==> src/rtl/ir_uart_rx.sv <==
// ============================================================================
// Module   : ir_uart_rx
// Brief    : 8N1 serial receiver feeding IR_decoder. It has a one-deep holding
//            register with a valid/ack handshake and framing/overrun flags.
//            Optional macro IR_RX_MAJORITY_EN selects 2-of-3 majority sampling.
// Revision : 1.0 - initial release
// ============================================================================
`default_nettype none

module ir_uart_rx #(
    parameter int CLKS_PER_BIT = 2604,
    parameter int HALF_BIT     = CLKS_PER_BIT / 2,
    parameter int CNT_W        = 16
) (
    input  logic       clk,
    input  logic       rst,
    input  logic       rx,
    input  logic       rx_ack,
    output logic [7:0] rx_data,
    output logic       rx_valid,
    output logic       frame_err,
    output logic       overrun,
    output logic       busy
);

    typedef enum logic [2:0] {
        S_IDLE      = 3'd0,
        S_START     = 3'd1,
        S_DATA      = 3'd2,
        S_STOP      = 3'd3,
        S_WAIT_IDLE = 3'd4
    } state_t;

    // Majority voting decides one cycle after the nominal point. Restarting the
    // counter at 1 keeps every later sample point on its usual position.
`ifdef IR_RX_MAJORITY_EN
    localparam int c_OFS = 1;
`else
    localparam int c_OFS = 0;
`endif
    localparam logic [CNT_W-1:0] c_START_PT = CNT_W'(HALF_BIT - 1 + c_OFS);
    localparam logic [CNT_W-1:0] c_BIT_PT   = CNT_W'(CLKS_PER_BIT - 1 + c_OFS);
    localparam logic [CNT_W-1:0] c_CNT_RST  = CNT_W'(c_OFS);

    state_t           r_state;
    logic [CNT_W-1:0] r_cnt;
    logic [2:0]       r_bit_idx;
    logic [7:0]       r_shift;
    logic [7:0]       r_rx_data;
    logic             r_rx_valid;
    logic             r_frame_err;
    logic             r_overrun;
    logic             r_rx_meta;
    logic             r_rx_s;
    logic             w_sample;

    always_ff @(posedge clk or negedge rst) begin
        if (!rst) begin
            r_rx_meta <= 1'b1;
            r_rx_s    <= 1'b1;
        end else begin
            r_rx_meta <= rx;
            r_rx_s    <= r_rx_meta;
        end
    end

`ifdef IR_RX_MAJORITY_EN
    logic [1:0] r_hist;

    always_ff @(posedge clk or negedge rst) begin
        if (!rst) begin
            r_hist <= 2'b11;
        end else begin
            r_hist <= {r_hist[0], r_rx_s};
        end
    end

    // r_hist[1], r_hist[0] and r_rx_s are the line at nominal -1, 0 and +1.
    assign w_sample = (r_hist[1] & r_hist[0]) | (r_hist[1] & r_rx_s) | (r_hist[0] & r_rx_s);
`else
    assign w_sample = r_rx_s;
`endif

    always_ff @(posedge clk or negedge rst) begin
        if (!rst) begin
            r_state     <= S_IDLE;
            r_cnt       <= '0;
            r_bit_idx   <= '0;
            r_shift     <= '0;
            r_rx_data   <= '0;
            r_rx_valid  <= 1'b0;
            r_frame_err <= 1'b0;
            r_overrun   <= 1'b0;
        end else begin
            r_frame_err <= 1'b0;
            if (rx_ack && r_rx_valid) begin
                r_rx_valid <= 1'b0;
                r_overrun  <= 1'b0;
            end

            case (r_state)
                S_IDLE: begin
                    r_cnt <= '0;
                    if (!r_rx_s) begin
                        r_state <= S_START;
                    end
                end

                S_START: begin
                    if (r_cnt == c_START_PT) begin
                        r_cnt     <= c_CNT_RST;
                        r_bit_idx <= '0;
                        r_state   <= w_sample ? S_IDLE : S_DATA;
                    end else begin
                        r_cnt <= r_cnt + 1'b1;
                    end
                end

                S_DATA: begin
                    if (r_cnt == c_BIT_PT) begin
                        r_cnt              <= c_CNT_RST;
                        r_shift[r_bit_idx] <= w_sample;
                        r_bit_idx          <= r_bit_idx + 1'b1;
                        if (r_bit_idx == 3'd7) begin
                            r_state <= S_STOP;
                        end
                    end else begin
                        r_cnt <= r_cnt + 1'b1;
                    end
                end

                S_STOP: begin
                    if (r_cnt == c_BIT_PT) begin
                        r_cnt <= c_CNT_RST;
                        if (w_sample) begin
                            // A load overrides a same-cycle ack, so valid stays set.
                            r_rx_data  <= r_shift;
                            r_rx_valid <= 1'b1;
                            if (r_rx_valid && !rx_ack) begin
                                r_overrun <= 1'b1;
                            end
                            r_state <= S_IDLE;
                        end else begin
                            r_frame_err <= 1'b1;
                            r_state     <= S_WAIT_IDLE;
                        end
                    end else begin
                        r_cnt <= r_cnt + 1'b1;
                    end
                end

                S_WAIT_IDLE: begin
                    if (r_rx_s) begin
                        r_state <= S_IDLE;
                    end
                end

                default: r_state <= S_IDLE;
            endcase
        end
    end

    assign rx_data   = r_rx_data;
    assign rx_valid  = r_rx_valid;
    assign frame_err = r_frame_err;
    assign overrun   = r_overrun;
    assign busy      = (r_state != S_IDLE);

endmodule

`default_nettype wire

==> config.mk <==
export PLATFORM = sky130hd
export DESIGN_NAME = ir_uart_rx
export DESIGN_NICKNAME = d
export VERILOG_FILES = /design/src/rtl/ir_uart_rx.sv
export SDC_FILE = /design/constraint.sdc
export NUM_CORES = 1
export LEC_CHECK = 0
export ABC_AREA = 1
export CORE_UTILIZATION = 30
export CTS_CLUSTER_SIZE = 8
export DETAILED_ROUTE_END_ITERATION = 10
export DONT_BUFFER_PORTS = 1
export HOLD_SLACK_MARGIN = 0.02
export RECOVER_POWER = 50
export SETUP_SLACK_MARGIN = 0.4
export SYNTH_ARGS = -nofsm -noshare
export SYNTH_HDL_FRONTEND = slang
export SYNTH_SLANG_ARGS = --single-unit
==> constraint.sdc <==
create_clock -name clk -period 2.6 [get_ports clk]
set_input_delay 0.52 -clock clk [delete_from_list [all_inputs] [get_ports clk]]
set_output_delay 0.52 -clock clk [all_outputs]
set_load 0.01 [all_outputs]
Word-level counts from Yosys, hierarchy flattened
Index checks and enable logic that the tools add are counted.
{"block": "totals", "reg_bits": 43, "latchBits": 0, "ram_bits": 0, "mem_bits_ro": 0, "in_bits": 4, "output_inout_bits": 12, "word_cells": 70, "mem_count": 0}
{"block": "op_classes", "addsub": 2, "mul": 0, "div": 0, "order_cmp": 2, "n_eq_ne": 13, "n_shift": 0, "mux": 30, "n_bitwise": 0, "reduce_logical": 13}
{"cell": "case mux 16 bit (3 select lines)", "n": 1}
{"cell": "2-to-1 mux 16 bit", "n": 2}
{"cell": "2-to-1 mux 3 bit", "n": 9}
{"cell": "adder 16 x 1 -> 16 bit, second input constant", "n": 1}
{"cell": "== test 16 x 11 -> 1 bit, second input constant", "n": 1}
{"cell": "== test 16 x 12 -> 1 bit, second input constant", "n": 1}
{"cell": "case mux 3 bit (5 select lines)", "n": 1}
{"cell": "2-to-1 mux 1 bit", "n": 13}
{"cell": "!= test 2 bit, second input constant", "n": 6}
{"cell": "bitwise mux 8 bit", "n": 1}
{"cell": "== test 3 x 2 -> 1 bit, second input constant", "n": 2}
{"cell": "== test 3 bit, second input constant", "n": 2}
{"cell": "case mux 3 bit (2 select lines)", "n": 1}
{"cell": "AND reduction 3 bit", "n": 2}
{"cell": "AND reduction 6 bit", "n": 1}
{"cell": "nonzero test 3 bit", "n": 2}
{"cell": "< comparator 3 x 4 -> 1 bit, second input constant", "n": 1}
{"cell": "adder 3 x 1 -> 3 bit, second input constant", "n": 1}
{"cell": "demux 1 bit (select 3 bit)", "n": 1}
{"cell": "== test 3 x 1 -> 1 bit, second input constant", "n": 1}
{"cell": ">= comparator 3 x 1 -> 1 bit, second input constant", "n": 1}
{"cell": "logical AND 1 bit", "n": 3}
{"cell": "logical NOT 3 bit", "n": 1}
{"cell": "2-to-1 mux 2 bit", "n": 1}
{"cell": "4 further kinds", "n": 4}

Logic depth before layout (Yosys ltp)
Gate-level depths: netlist of run 1.
{"block": "logic_depth", "word_depth": 6, "depth_mapped": 10, "mapped_depth_nobuf": 10}

Worst setup path after synthesis of run 1
No wires, ideal clock.
{"block": "synth_path", "kind": "reg-to-reg", "from": "register r_cnt[0]", "to": "register r_rx_data[0], in the netlist rx_data[0]", "setup_time_ns": 0.117, "arrival_time_ns": 1.466, "t_required_ns": 2.483, "setup_slack_ns": 1.017, "stages_incl_launch_ff": 11, "path_buffers": 0, "period_less_slack_ns": 1.583, "cell_sequence": "dfrtp_1 -> ha_1 -> nand2_1 -> inv_1 -> nand2_1 -> nor2_1 -> nand2_2 -> nor3_4 -> inv_2 -> nor2_1 -> nor2_1"}
{"block": "synth_via", "elab_chain_len": 2}
{"item": "start: declaration", "line_no": "46", "source": "logic [CNT_W-1:0] r_cnt;"}
{"item": "start signal: assignment", "line_no": "111", "source": "r_cnt <= c_CNT_RST;"}
{"item": "start signal: assignment", "line_no": "115", "source": "r_cnt <= r_cnt + 1'b1;"}
{"item": "start signal: assignment", "line_no": "121", "source": "r_cnt <= c_CNT_RST;"}
{"item": "== test 16 x 12 -> 1 bit", "line_no": "133", "source": "if (r_cnt == c_BIT_PT) begin"}
{"item": "AND reduction 3 bit (no line)"}
{"item": "end signal: assignment", "line_no": "137", "source": "r_rx_data <= r_shift;"}
{"item": "end: declaration", "line_no": "49", "source": "logic [7:0] r_rx_data;"}
Every way passes these cells.
A chain may end at the register's enable or synchronous reset.

==> summary.txt, run 1 <==
Power and ir drop
  • Peak supply drop: 0.237 mV
  • PD cells: 448 nW/um^2
  • Lkg Pwr: 1.21 nW

Timing
  • Post-route fraction of the period consumed by the critical path: 71.5%
  • Post-Route Hold Slack: 0.0636 ns
  • Final setup TNS: 0 ns
  • Unrepaired setup endpoints after global routing: false
  • Max-slew headroom: 71.8%
  • Final Setup Violations: 0
  • Post-Route Skew: ~0.0046 ns
  • Count of endpoints failing hold in the final timing report: 0
  • Count of final max-slew check failures: 0
  • Minimum clock period: 1.86 ns
  • F_max: 538 MHz
  • Least-Margin Pin Slew: 0.422 ns

Floorplanning
  • Starting utilization of the core area: 31.0%
  • Die Y-Extent: 88.5 um
  • Chip width: 88.5 um
  • Area of the die: 7840 um^2
  • Cell Rows: 31
  • Floorplan core area: between 7000 and 8000 um^2
  • Ports placed on the boundary: 16

Synthesis
  • Share of flip-flops with an asynchronous set or reset after synthesis: 100%
  • Post-synth cell types: 28
  • Total of flip-flops plus latches after synthesis: 43
  • Multiplexer area fraction after synthesis: 0%
  • Net count of the mapped netlist: roughly 310
  • Synth Area in Compound Gates: 6.18%
  • Number of cells produced by synthesis: between 200 and 300
  • Post-synth design cell area: ~2200 um^2
  • Main flop type after synthesis: dfrtp_1
  • Yosys Warn Count: 0
  • Proportion of netlist area held by the largest area contributor: 45.7%
  • Sequential share of the synthesized area: 48.0%
  • Biggest area consumer among synthesized cells: dfrtp_1
  • Area share of and/or/nand/nor cells after synthesis: 35.6%
  • Number of flops mapped to enable cells by yosys: 0
  • Combinational family with the most area after synthesis: simple AND/OR/NAND/NOR gates
  • Area contributors post-synth: dfrtp_1 46%, nand2_1 13%, nor2_1 9.0%
  • Post-synthesis share of cell area spent on xor and xnor gates: about 1.6%
  • Mean cell area of the mapped netlist: around 7.5 um^2
  • Post-synthesis adder-cell area fraction: 2.23%

Finish
  • Layout-stage area growth over the synthesis result: 12.3%
  • Area of all placed cells without fillers: 2520 um^2
  • Number of nets in the final layout: 319
  • Fill cell total of the finished layout: 780
  • Diodes inserted: 0
  • Final core utilization: 34.8%
  • Fraction of layout instances using a drive strength above 1: 8.97%

Route
  • Average via count per standard cell: 4.76
  • Vias: approximately 2000
  • Routed wire per std cell: 11.5 um
  • WL met1: approximately 2300 um
  • DRC violation count after routing: 0
  • Max layer used: met4
  • Iter 0 DRT Violations: 138
  • Routed WL: 4740 um
  • Remaining number of nets flagged by the antenna check after routing: 0
  • Met3 Routed Length: 180 um
  • Met2 Wirelength: 2110 um
  • Number of detailed-routing iterations run before antenna repair: 4

CTS
  • Clock input transition at the sequential cells of the worst setup and hold paths: 0.08 ns
  • Largest buffer count on any clock path: 2
  • Buffer type at the clock tree root: clkbuf_8
  • Clock latency reported for the late side of the worst-skew pair: 0.29 ns
  • Clock Sink Count: 43
  • H-tree levels: 2
  • CTS Buf Count: 5
  • CTS tree: yes

Placement
  • Final RePlAce weighted congestion: 0.816
  • HPWL reported at the end of detailed placement: around 3400 um
  • Number of port buffers: 0
  • DP Area: 2360 um^2

Worst setup path
  • CP Class: flop to flop
  • Max Fanout on Critical Path: 6
  • Cell with the largest stage delay on the worst path: dfrtp_1
  • Worst Reg-to-Reg Cells: 10
  • Critical Path Sink Type: flop
  • Worst EP required: roughly 2.8 ns
  • Startpoint type of the worst setup path: flop
  • Arrival @ worst endpoint: between 2 and 2.5 ns
  • Cells along the critical path: ha_1 -> nand2_1 -> inv_1 -> nand2_1 -> nor2_1 -> nand2_2 -> nor3_4 -> buf_4 -> nand2_1 -> a21oi_1
  • Launching point of the worst reg2reg path: r_cnt[0]
  • Critical Path Most Common Cell: nand2_1
  • Worst path max stage delay: roughly 0.42 ns
  • Worst R2R Setup Slack: 0.74 ns

Global route
  • First-pass GRT wire length: ~8100 um
  • Sum of overflow across all layers after global routing: 0
  • Global Route Usage Sum: 13.5%
  • Number of antenna violations at the first check in global routing: 0
  • Pin count of the biggest net entering global routing: 42
  • Vias in the first global route: 1705

Job
  • # Max-Cap Violations: 0

Run status
  • Outcome: complete, no violations

Hold path
  • Worst Hold Class: input pin to async pin
[cells by family after synthesis]
kind of cell | after synthesis
flip-flops | 43
XOR/XNOR | 4
buffers and inverters | 38
AO/OA/AOI/OAI | 26
adder cells (fa/ha/maj) | 4
AND/OR/NAND/NOR | 184
[critical path: cells and delay by family, from the launching register on]
kind,cells,cell delay (ns)
AND/OR/NAND/NOR,6,0.78
flip-flops,1,0.42
buffers and inverters,2,0.25
adder cells (fa/ha/maj),1,0.22
AO/OA/AOI/OAI,1,0.12
[layer usage]
metal  GRT usage, %  vias up
li1               -      994
met3           2.52       12
met1           19.5      907
met2           19.4       44
met4           6.01        0
met5              0        -
[Yosys cell counts (2+ instances only)]
master    count
nand2_1      78
nor2_1       54
dfrtp_1      41
inv_1        34
nand3_1      22
o21ai_0      13
nand4_1       9
nor3_1        9
a21oi_1       6
ha_1          4
nor2_2        4
xor2_1        3
dfstp_2       2
inv_2         2
nand3b_1      2
o211ai_1      2
o21ai_1       2
o22ai_1       2
[flip-flops by register name, summed over array words and instances, names as in the netlist, 3 cells and up, named ones only]
signal     flops
r_state        3
r_cnt         16
r_bit_idx      3
rx_data        8
r_shift        8
[layout by cell type (no fill, tap or decap), types with 3 or more instances in the layout]
cell type / n
nor3_1: 9
a21oi_1: 6
o21ai_0: 13
nor2_2: 4
inv_1: 33
nand3_1: 22
clkbuf_8: 6
ha_1: 4
buf_4: 6
nor2_1: 54
nand2_1: 78
nand4_1: 9
dfrtp_1: 40
xor2_1: 3
[where the power goes]
part	leakage [nW]	internal, mW	switching, mW
clock	0.0482	0.214	0.221
combinational	0.590	0.00426	0.0147
sequential	0.576	0.672	0.00335
total	1.21	0.891	0.239
[worst max path at each step]
stage,startpoint,depth (start not counted),slack [ns],end
floorplan,r_cnt[0],10,1.02,rx_data[0]
global placement,r_state[2],7,0.56,r_cnt[8]
detailed placement,r_state[2],7,0.48,r_cnt[6]
CTS,r_state[2],7,0.44,r_cnt[6]
global route,r_cnt[0],10,0.48,r_cnt[6]
finish,r_cnt[0],10,0.74,flop
[through the flow]
step / cells / setup WS [ns] / power, mW
finish: 411 / 0.742 / 1.13
global route: 411 / 0.477 / 1.18
CTS: 405 / 0.439 / 1.15
detailed placement: 396 / 0.475 / 0.693
global placement: 396 / 0.563 / 0.693
floorplan: 299 / 1.02 / 0.691
[layout make-up]
class	count	area (um^2)	share of cell area, %
tap	99	124	4.91
sequential	43	1080	42.8
timing repair buffer	7	65.1	2.58
multi-input combinational	218	1020	40.6
clock inverter	1	5.00	0.198
clock buffer	7	86.3	3.42
inverter	36	139	5.50
[what timing repair did]
| action | 4_1_cts | 5_1_grt |
|---|---|---|
| hold buffers | 1 | 0 |
| endpoints found under the hold margin | 41 | 0 |
| endpoints found under the setup margin | 0 | 23 |
| buffers inserted | 0 | 6 |
| resized for setup | 0 | 2 |
Power figures use the tool's default switching activity.
==> inputs of run 2 (changes only) <==
Clock period 2.6 ns to 1.6 ns, I/O delays scaled along.
==> run 2 against run 1 <==
  * The flow now finishes with violations (hold timing, setup timing)
  * Sequential power up 63%
  * Critical path depth is 1 higher
  * Setup slack lost 0.77 ns
  * Worst hold slack worse by 0.36 ns
  * Count of clock-buffer cells in the layout down 2
  * Register-to-register slack worse by 0.77 ns
  * Clock power up 96%
  * Critical path type unchanged
==> summary.txt, run 2 (synthesis gave the netlist of run 1 again) <==
Worst setup path
  • Worst R2R Setup Slack: -0.02 ns (was 0.74 ns)
  • Max Fanout on Critical Path: 6 (unchanged)
  • Cell with the largest stage delay on the worst path: dfrtp_1 (unchanged)
  • Cells along the critical path: ha_2 -> nand2_2 -> inv_2 -> nand2_2 -> nor2_4 -> nand2_4 -> nor3_4 -> buf_12 -> clkinvlp_4 -> nor2_1 -> nor2_1 (was ha_1 -> nand2_1 -> inv_1 -> nand2_1 -> nor2_1 -> nand2_2 -> nor3_4 -> buf_4 -> nand2_1 -> a21oi_1)
  • Startpoint type of the worst setup path: flop (unchanged)
  • Top delay family on crit path: simple AND/OR/NAND/NOR gates (unchanged)
  • Buffers & Inverters on Critical Path: 3 (was 2)
  • Worst EP required: 1.80 ns (was 2.82 ns)
  • CP Class: flop to flop (unchanged)
  • Critical Path Sink Type: flop (unchanged)
  • Arrival @ worst endpoint: 1.82 ns (was 2.08 ns)
  • Worst path max stage delay: 0.38 ns (was 0.42 ns)

Placement
  • DP Area: 2520 um^2 (was 2360 um^2)
  • Number of port buffers: 0 (unchanged)
  • Worst slack, placed: 0.00949 ns (was 0.475 ns)
  • Final RePlAce weighted congestion: 0.847 (was 0.816)
  • HPWL reported at the end of detailed placement: 3590 um (was 3440 um)
  • Placed instance count: 413 (was 396)

Finish
  • Final Instance Count excl. Fillers: 447 (was 411)
  • Layout-stage area growth over the synthesis result: 38.8% (was 12.3%)
  • Final core utilization: 43.0% (was 34.8%)
  • Max reg flops: 16 (unchanged)
  • Diodes inserted: 0 (unchanged)
  • Area of all placed cells without fillers: 3120 um^2 (was 2520 um^2)
  • Largest register by flop count: r_cnt (unchanged)
  • Most common library cell in the layout ignoring fill and taps: nand2_1 (unchanged)
  • Fraction of layout instances using a drive strength above 1: 35.3% (was 8.97%)
  • Number of nets in the final layout: 355 (was 319)
  • Most used cells in the layout excluding fill and tap cells: 58 x nand2_1, 39 x nor2_1, 37 x dfrtp_1 (was 78 x nand2_1, 54 x nor2_1, 40 x dfrtp_1)

Timing
  • Max-slew headroom: 74.1% (was 71.8%)
  • Least-Margin Pin Slew: 0.386 ns (was 0.422 ns)
  • F_max: 616 MHz (was 538 MHz)
  • Count of endpoints failing hold in the final timing report: 43 (was 0)
  • Unrepaired setup endpoints after global routing: true (was false)
  • Slack of the critical path: -0.0233 ns (was 0.742 ns)
  • Post-Route Skew: 0.00560 ns (was 0.00461 ns)
  • Final Setup Violations: 4 (was 0)
  • Minimum clock period: 1.62 ns (was 1.86 ns)
  • Count of final max-slew check failures: 0 (unchanged)
  • Post-Route Hold Slack: -0.297 ns (was 0.0636 ns)
  • Post-route fraction of the period consumed by the critical path: 101% (was 71.5%)

Power and ir drop
  • Switching Fraction: 20.4% (was 21.1%)
  • Power share of the clock group: 43.5% (was 38.5%)
  • Share of power burned in registers: 55.8% (was 59.8%)
  • Peak supply drop: 0.323 mV (was 0.237 mV)
  • Logic pwr share: 0.7% (was 1.7%)
  • Lkg Pwr: 1.45 nW (was 1.21 nW)
  • PD cells: 629 nW/um^2 (was 448 nW/um^2)
  • Internal Power: 1.56 mW (was 0.891 mW)
  • Power, Total: 1.96 mW (was 1.13 mW)
  • Power dissipated by switching net loads: 0.400 mW (was 0.239 mW)

Route
  • Average via count per standard cell: 4.75 (was 4.76)
  • Vias: 2124 (was 1957)
  • DRC violation count after routing: 0 (unchanged)
  • Max layer used: met4 (unchanged)
  • Number of detailed-routing iterations run before antenna repair: 4 (unchanged)
  • Met2 Wirelength: 2650 um (was 2110 um)
  • Routed wire per std cell: 12.3 um (was 11.5 um)
  • Remaining number of nets flagged by the antenna check after routing: 0 (unchanged)
  • Routed WL: 5520 um (was 4740 um)
  • WL met1: 2520 um (was 2310 um)
  • Met3 Routed Length: 247 um (was 180 um)
  • Iter 0 DRT Violations: 126 (was 138)

Global route
  • Number of antenna violations at the first check in global routing: 0 (unchanged)
  • Sum of overflow across all layers after global routing: 0 (unchanged)
  • First-pass GRT wire length: 8850 um (was 8110 um)
  • Pin count of the biggest net entering global routing: 44 (was 42)
  • Global Route Usage Sum: 14.7% (was 13.5%)
  • Vias in the first global route: 1954 (was 1705)

CTS
  • CTS tree: yes (unchanged)
  • Number of buffers inserted for hold repair after clock tree synthesis: 1 (unchanged)
  • CTS Buf Count: 5 (unchanged)
  • Clock input transition at the sequential cells of the worst setup and hold paths: 0.09 ns (was 0.08 ns)
  • Largest buffer count on any clock path: 2 (unchanged)
  • Buffer type at the clock tree root: clkbuf_8 (unchanged)
  • Clock latency reported for the late side of the worst-skew pair: 0.30 ns (was 0.29 ns)
  • Clock Sink Count: 43 (unchanged)
  • H-tree levels: 2 (unchanged)

Floorplanning
  • Cell Rows: 31 (unchanged)
  • Ports placed on the boundary: 16 (unchanged)
  • Starting utilization of the core area: 31.0% (unchanged)
  • Die Y-Extent: 88.5 um (unchanged)
  • Chip width: 88.5 um (unchanged)
  • Floorplan core area: 7250 um^2 (unchanged)
  • Area of the die: 7840 um^2 (unchanged)

Job
  • # Max-Cap Violations: 0 (unchanged)

Hold path
  • Worst Hold Class: input pin to async pin (unchanged)

Run status
  • Violations in the final reports: hold timing, setup timing
  • Outcome: finished with violations (was complete, no violations)
[run 2: changes by cell type in the layout (fill, tap and decap cells not counted), moves of 6 or more]
cell     change
nand2_2     +14
o21ai_0      -7
nand2_1     -20
nor2_1      -15
nor2_4      +10
inv_1        -6
buf_6        +6
buf_4       +28
[run 2: per-stage QoR]
step	hold WS (ns)	setup TNS (ns)
6_report	-0.297	-0.0781
5_1_grt	-0.312	-1.79
4_1_cts	-0.303	0
3_5_place_dp	0.0252	0
3_3_place_gp	0.0251	0
2_1_floorplan	0.0244	0
[run 2: cell type report]
cell class / count / area, um^2
fillers: 696 / 4130
multi-input cells: 218 / 1290
flip-flops and latches: 43 / 1080
repair buffers: 42 / 353
inverters: 36 / 145
well taps: 99 / 124
clock buffers: 5 / 68.8
clock inverters: 3 / 43.8
repair inverters: 1 / 7.51
[run 2: power groups by stage]
stage          registers [mW]  clock network (mW)  logic (mW)
2_1_floorplan            1.12                   0     0.00510
3_3_place_gp             1.12                   0      0.0109
3_5_place_dp             1.12                   0      0.0108
4_1_cts                  1.10               0.881      0.0130
5_1_grt                  1.10               0.924      0.0145
6_report                 1.10               0.853      0.0130
[run 2: layer usage]
| layer | track usage, % | vias up |
|---|---|---|
| met1 | 19.4 | 1004 |
| li1 | - | 1062 |
| met4 | 6.01 | 0 |
| met2 | 23.6 | 48 |
| met5 | 0 | - |
| met3 | 2.71 | 10 |
[run 2: final timing paths]
| path | end | start | cells past startpoint |
|---|---|---|---|
| setup / recovery | rx_data[3] | r_cnt[1] | 11 |
| hold / removal | rx_data[3] | rst | 0 |
| setup reg to reg | rx_data[3] | r_cnt[1] | 11 |
| hold reg to reg | r_rx_s | r_rx_meta | 0 |
| max in group asynchronous | r_rx_meta | rst | 0 |
| min in group clk | rx_valid | rx_ack | 1 |
[run 2: repair_timing]
action,in CTS,in global routing
setup endpoints to repair,41,42
buffers inserted,13,10
cloned,0,2
resized for setup,35,55
hold endpoints to repair,44,43
pin swaps,15,24
